### config.mk
export PLATFORM = sky130hd
export DESIGN_NAME = alu_ctrl_md
export DESIGN_NICKNAME = d
export VERILOG_FILES = /design/src/rtl/alu_ctrl_md.sv
export SDC_FILE = /design/constraint.sdc
export NUM_CORES = 1
export LEC_CHECK = 0
export CORE_MARGIN = 2
export CORE_UTILIZATION = 50
export CTS_BUF_LIST = sky130_fd_sc_hd__clkbuf_4 sky130_fd_sc_hd__clkbuf_8
export CTS_CLUSTER_DIAMETER = 50
export DETAILED_ROUTE_END_ITERATION = 7
export PLACE_DENSITY_LB_ADDON = 0.25
export SKIP_CTS_REPAIR_TIMING = 1
export SLEW_MARGIN = 20
export SYNTH_ARGS = -nofsm -noshare
export SYNTH_HDL_FRONTEND = slang
export SYNTH_SLANG_ARGS = --single-unit
### constraint.sdc
create_clock -name i_clk -period 6.8 [get_ports i_clk]
set_input_delay 1.02 -clock i_clk [delete_from_list [all_inputs] [get_ports i_clk]]
set_output_delay 1.02 -clock i_clk [all_outputs]
set_load 0.005 [all_outputs]
### src/rtl/alu_ctrl_md.sv
// ALU control decoder for the unpipelined MIPS core, with a registered valid/ready
// issue port and an iterative unsigned MULTU/DIVU engine driving HI/LO.
module alu_ctrl_md #(
    parameter int unsigned XLEN = 32
) (
    input  logic            i_clk,
    input  logic            i_rst_n,
    input  logic            i_valid,
    output logic            o_ready,
    input  logic [1:0]      i_aluop,
    input  logic [5:0]      i_funct,
    input  logic [XLEN-1:0] i_op1,
    input  logic [XLEN-1:0] i_op2,
    output logic            o_out_valid,
    output logic [3:0]      o_control,
    output logic            o_illegal,
    output logic            o_busy,
    output logic            o_md_done,
    output logic [XLEN-1:0] o_hi,
    output logic [XLEN-1:0] o_lo
);

    localparam int unsigned CW = (XLEN > 1) ? $clog2(XLEN) : 1;

    localparam logic [3:0] CODE_AND = 4'b0000;
    localparam logic [3:0] CODE_OR  = 4'b0001;
    localparam logic [3:0] CODE_ADD = 4'b0010;
    localparam logic [3:0] CODE_SUB = 4'b0110;
    localparam logic [3:0] CODE_SLT = 4'b0111;
    localparam logic [3:0] CODE_NOR = 4'b1100;
    localparam logic [3:0] CODE_ILL = 4'b1111;

    typedef enum logic [1:0] {
        S_IDLE = 2'd0,
        S_MUL  = 2'd1,
        S_DIV  = 2'd2,
        S_DONE = 2'd3
    } state_t;

    state_t          state_q, state_d;
    logic [CW-1:0]   cnt_q, cnt_d;
    logic [3:0]      control_q, control_d;
    logic            out_valid_q, out_valid_d;
    logic            illegal_q, illegal_d;
    logic [XLEN-1:0] hi_q, hi_d;
    logic [XLEN-1:0] lo_q, lo_d;
    logic [XLEN-1:0] acc_q, acc_d;
    logic [XLEN-1:0] mq_q, mq_d;
    logic [XLEN-1:0] opb_q, opb_d;

    logic [3:0]      dec_code;
    logic            dec_illegal;
    logic            dec_mul;
    logic            dec_div;

    logic [XLEN:0]   mul_sum;
    logic [XLEN-1:0] mul_acc;
    logic [XLEN-1:0] mul_mq;
    logic [XLEN:0]   div_sh;
    logic            div_ok;
    logic [XLEN-1:0] div_diff;
    logic [XLEN-1:0] div_acc;
    logic [XLEN-1:0] div_mq;
    logic            last_iter;

    always_comb begin
        dec_code    = CODE_ILL;
        dec_illegal = 1'b0;
        dec_mul     = 1'b0;
        dec_div     = 1'b0;
        unique case (i_aluop)
            2'b00: dec_code = CODE_ADD;
            2'b01: dec_code = CODE_SUB;
            2'b10: begin
                unique case (i_funct)
                    6'b100000: dec_code = CODE_ADD;
                    6'b100010: dec_code = CODE_SUB;
                    6'b100100: dec_code = CODE_AND;
                    6'b100101: dec_code = CODE_OR;
                    6'b100111: dec_code = CODE_NOR;
                    6'b101010: dec_code = CODE_SLT;
                    6'b011001: dec_mul  = 1'b1;
                    6'b011011: dec_div  = 1'b1;
                    default:   dec_illegal = 1'b1;
                endcase
            end
            default: dec_illegal = 1'b1;
        endcase
    end

    // Multiply: {acc, mq} is the product register, mq starts as the multiplier.
    always_comb begin
        mul_sum = {1'b0, acc_q} + (mq_q[0] ? {1'b0, opb_q} : '0);
        mul_acc = mul_sum[XLEN:1];
        mul_mq  = {mul_sum[0], mq_q[XLEN-1:1]};
    end

    // Restoring divide: acc is the partial remainder, mq shifts dividend out and
    // quotient in. A zero divisor always "fits", giving all-ones / dividend.
    always_comb begin
        div_sh   = {acc_q, mq_q[XLEN-1]};
        div_ok   = (div_sh >= {1'b0, opb_q});
        div_diff = div_sh[XLEN-1:0] - opb_q;
        div_acc  = div_ok ? div_diff : div_sh[XLEN-1:0];
        div_mq   = {mq_q[XLEN-2:0], div_ok};
    end

    assign last_iter = (cnt_q == CW'(XLEN - 1));

    always_comb begin
        state_d     = state_q;
        cnt_d       = cnt_q;
        control_d   = control_q;
        out_valid_d = 1'b0;
        illegal_d   = 1'b0;
        hi_d        = hi_q;
        lo_d        = lo_q;
        acc_d       = acc_q;
        mq_d        = mq_q;
        opb_d       = opb_q;
        unique case (state_q)
            S_IDLE: begin
                if (i_valid) begin
                    if (dec_mul) begin
                        state_d = S_MUL;
                        cnt_d   = '0;
                        acc_d   = '0;
                        mq_d    = i_op2;
                        opb_d   = i_op1;
                    end else if (dec_div) begin
                        state_d = S_DIV;
                        cnt_d   = '0;
                        acc_d   = '0;
                        mq_d    = i_op1;
                        opb_d   = i_op2;
                    end else begin
                        out_valid_d = 1'b1;
                        control_d   = dec_code;
                        illegal_d   = dec_illegal;
                    end
                end
            end
            S_MUL, S_DIV: begin
                if (state_q == S_MUL) begin
                    acc_d = mul_acc;
                    mq_d  = mul_mq;
                end else begin
                    acc_d = div_acc;
                    mq_d  = div_mq;
                end
                cnt_d = cnt_q + 1'b1;
                if (last_iter) begin
                    hi_d    = acc_d;
                    lo_d    = mq_d;
                    cnt_d   = '0;
                    state_d = S_DONE;
                end
            end
            S_DONE: state_d = S_IDLE;
            default: state_d = S_IDLE;
        endcase
    end

    always_ff @(posedge i_clk or negedge i_rst_n) begin
        if (!i_rst_n) begin
            state_q     <= S_IDLE;
            cnt_q       <= '0;
            control_q   <= '0;
            out_valid_q <= 1'b0;
            illegal_q   <= 1'b0;
            hi_q        <= '0;
            lo_q        <= '0;
            acc_q       <= '0;
            mq_q        <= '0;
            opb_q       <= '0;
        end else begin
            state_q     <= state_d;
            cnt_q       <= cnt_d;
            control_q   <= control_d;
            out_valid_q <= out_valid_d;
            illegal_q   <= illegal_d;
            hi_q        <= hi_d;
            lo_q        <= lo_d;
            acc_q       <= acc_d;
            mq_q        <= mq_d;
            opb_q       <= opb_d;
        end
    end

    assign o_ready     = (state_q == S_IDLE);
    assign o_busy      = (state_q == S_MUL) || (state_q == S_DIV);
    assign o_md_done   = (state_q == S_DONE);
    assign o_out_valid = out_valid_q;
    assign o_control   = control_q;
    assign o_illegal   = illegal_q;
    assign o_hi        = hi_q;
    assign o_lo        = lo_q;

endmodule

==> out/metrics.yaml <==
status: "finished clean"
startpoint: "acc_q[5]"
synth-seq-area-share_pct: 34.2
post-route-period-util_pct: 56.8
grt_max_degree: 109
synth.avg_cell_area_um2: 8.42
cts_max_level: 4
synth_cell_types: 88
slew_headroom_pct: 35.9
syn_inst: 1505
wl_per_cell_um: 19.7
core_area_um2: 25000
synth_fp_nets: 1652
rsz0062_at_grt: "no"
crit_type: "reg2reg"
cp.arrival_ns: 4.21
syn2layout_area_growth_pct: 16.2
cts_root_buf: "clkbuf_8"
rows: 58
numPortBuffers: 147
seq_area_um2: 4330
max_freq_ghz: 0.259
initial_core_util_pct: 50.6
pre_cts_ws_ns: 2.69
mostFrequentLayoutCells: "nand2_1 (197), dfrtp_1 (173), o21ai_0 (160), a21oi_1 (146), clkdlybuf4s50_1 (145)"
first_pass_iters: 6
cts_sinks: 173
insertion_delay_ns: 0.49
drt_iter0_markers: 978
worst_setup_path_start_kind: "flip-flop"
final.min_clock_period_ns: 3.86
grt_antenna_before_repair: 0
io_pins: 148
n_fill_cell: 2297
drt-vias-per-instance: 6.05
peakVddDrop_v: 0.000202
grt_overflow: 0
cp.required_ns: 7.15
drive_gt1_share_pct: 8.23
yosys_warnings: 0
die_area_um2: 26600
hold_start: "o_hi[10]"
place.gp.congestion: 0.975
drc: 0
vias: 11700
clk_path_buf_depth: 2
final_common_cell: "nand2_1"
synth-edff-count: 0
hold_ws_ns: 0.483
dpl.hpwl_um: 27900
synth-seq-cells: 173
fin_area_um2: 14700
grt_pass1_vias: 11100
clk_pin_slew_ns: 0.11
worst_pin_slew_ns: 0.962
cts_tree: "done"
skew_ns: 0.0237
r2r_start: "acc_q[5]"
syn_area_um2: 12700
wirelength_um: 38200
grt_usage_pct: 28.7
min_path_type: "reg2reg"
power.leakage_nw: 6.26
end_kind: "flip-flop"
cap_violations: 0
ys.flop_type: "dfrtp_1"
hold_viol: 0
cts_buffers: 17
setup_ws_ns: 2.94
slew_viol_final: 0
dpl_cell_area_um2: 14300
grt_pass1_wl_um: 60400
die_w_um: 163
multi_input_area_um2: 7730
async_flop_share_pct: 100
cp_max_fo: 20
die_h_um: 163
setup_tns_ns: 0
final-setup-viol-count: 0
n_antenna_cell: 0
power.density_nw_per_um2: 409
nets: 1739
ant_nets: 0
-- worst max-delay path, stage by stage (launching register included) --
cell and delay [ns]:
dfrtp_1 0.44, ha_1 0.42, a2111oi_2 0.52, a211oi_2 0.20
o2111ai_2 0.34, a21o_1 0.61, buf_4 0.36, nand2_1 0.23
a211oi_1 0.48, o31ai_1 0.13
-- cell type report --
cell class | instances | share of cell area (%)
clock buffers | 17 | 1.59
clock inverters | 14 | 1.16
inverters | 62 | 1.58
multi-input cells | 1175 | 52.5
flip-flops and latches | 173 | 29.4
well taps | 330 | 2.80
repair buffers | 163 | 10.9
-- registers in the layout, indices dropped and copies added, names as in the netlist --
signal and flops:
o_out_valid 1, mq_q 32, opb_q 32, state_q 2, o_lo 32, acc_q 32
o_hi 32, o_illegal 1, cnt_q 5, o_control 4
-- logic make-up (layout without fill, tap and decap cells) --
kind of cell	Yosys count	after routing	synth area share, %
multiplexers	75	75	6.33
AO/OA/AOI/OAI	525	525	26.2
flip-flops	173	173	34.2
AND/OR/NAND/NOR	466	466	18.4
XOR/XNOR	37	37	2.56
adder cells (fa/ha/maj)	72	72	7.23
buffers and inverters	157	256	5.11
-- synth_stat cells, types with 23 or more instances --
| library cell | count | area [um^2] |
|---|---|---|
| inv_1 | 60 | 225 |
| and2_1 | 40 | 250 |
| ha_1 | 70 | 876 |
| a21oi_1 | 146 | 731 |
| clkbuf_1 | 71 | 267 |
| o21ai_0 | 160 | 801 |
| mux2i_1 | 34 | 340 |
| a21o_1 | 26 | 195 |
| nor3b_1 | 34 | 255 |
| nor2_1 | 63 | 236 |
| o31ai_1 | 28 | 210 |
| nor3_1 | 23 | 115 |
| dfrtp_1 | 173 | 4330 |
| mux2_2 | 41 | 462 |
| nand2_1 | 198 | 743 |
-- per-stage QoR --
| step | utilization, % | instances | power [W] |
|---|---|---|---|
| after global routing | 58.8 | 1934 | 0.00647 |
| after global placement | 57.1 | 1902 | 0.00516 |
| final | 58.8 | 1934 | 0.00603 |
| after floorplan | - | 1505 | 0.00415 |
| after detailed placement | 57.1 | 1902 | 0.00522 |
| after CTS | 58.7 | 1933 | 0.00599 |
-- final timing paths --
path,end,slack (ns),depth (start not counted)
setup / recovery,acc_q[20],2.94,9
hold / removal,o_hi[10],0.48,2
setup reg to reg,acc_q[20],2.94,9
hold reg to reg,o_hi[10],0.48,2
max in group asynchronous,opb_q[11],5.04,2
min in group asynchronous,o_hi[12],0.56,1
-- metal layers --
metal / GRT usage (%) / wire (um) / up-vias
li1: - / - / 5631
met1: 41.5 / 17700 / 5593
met2: 44.7 / 17200 / 450
met3: 5.21 / 2790 / 32
met4: 6.56 / 478 / 0
met5: 0 / 0 / -
-- power by group --
group	internal [W]	switching, W	total, W
Sequential	0.00127	0.000234	0.00150
Combinational	0.00139	0.00238	0.00377
Clock	0.000280	0.000480	0.000760
Total	0.00293	0.00310	0.00603
No activity file was read; power rests on OpenSTA's default activity.
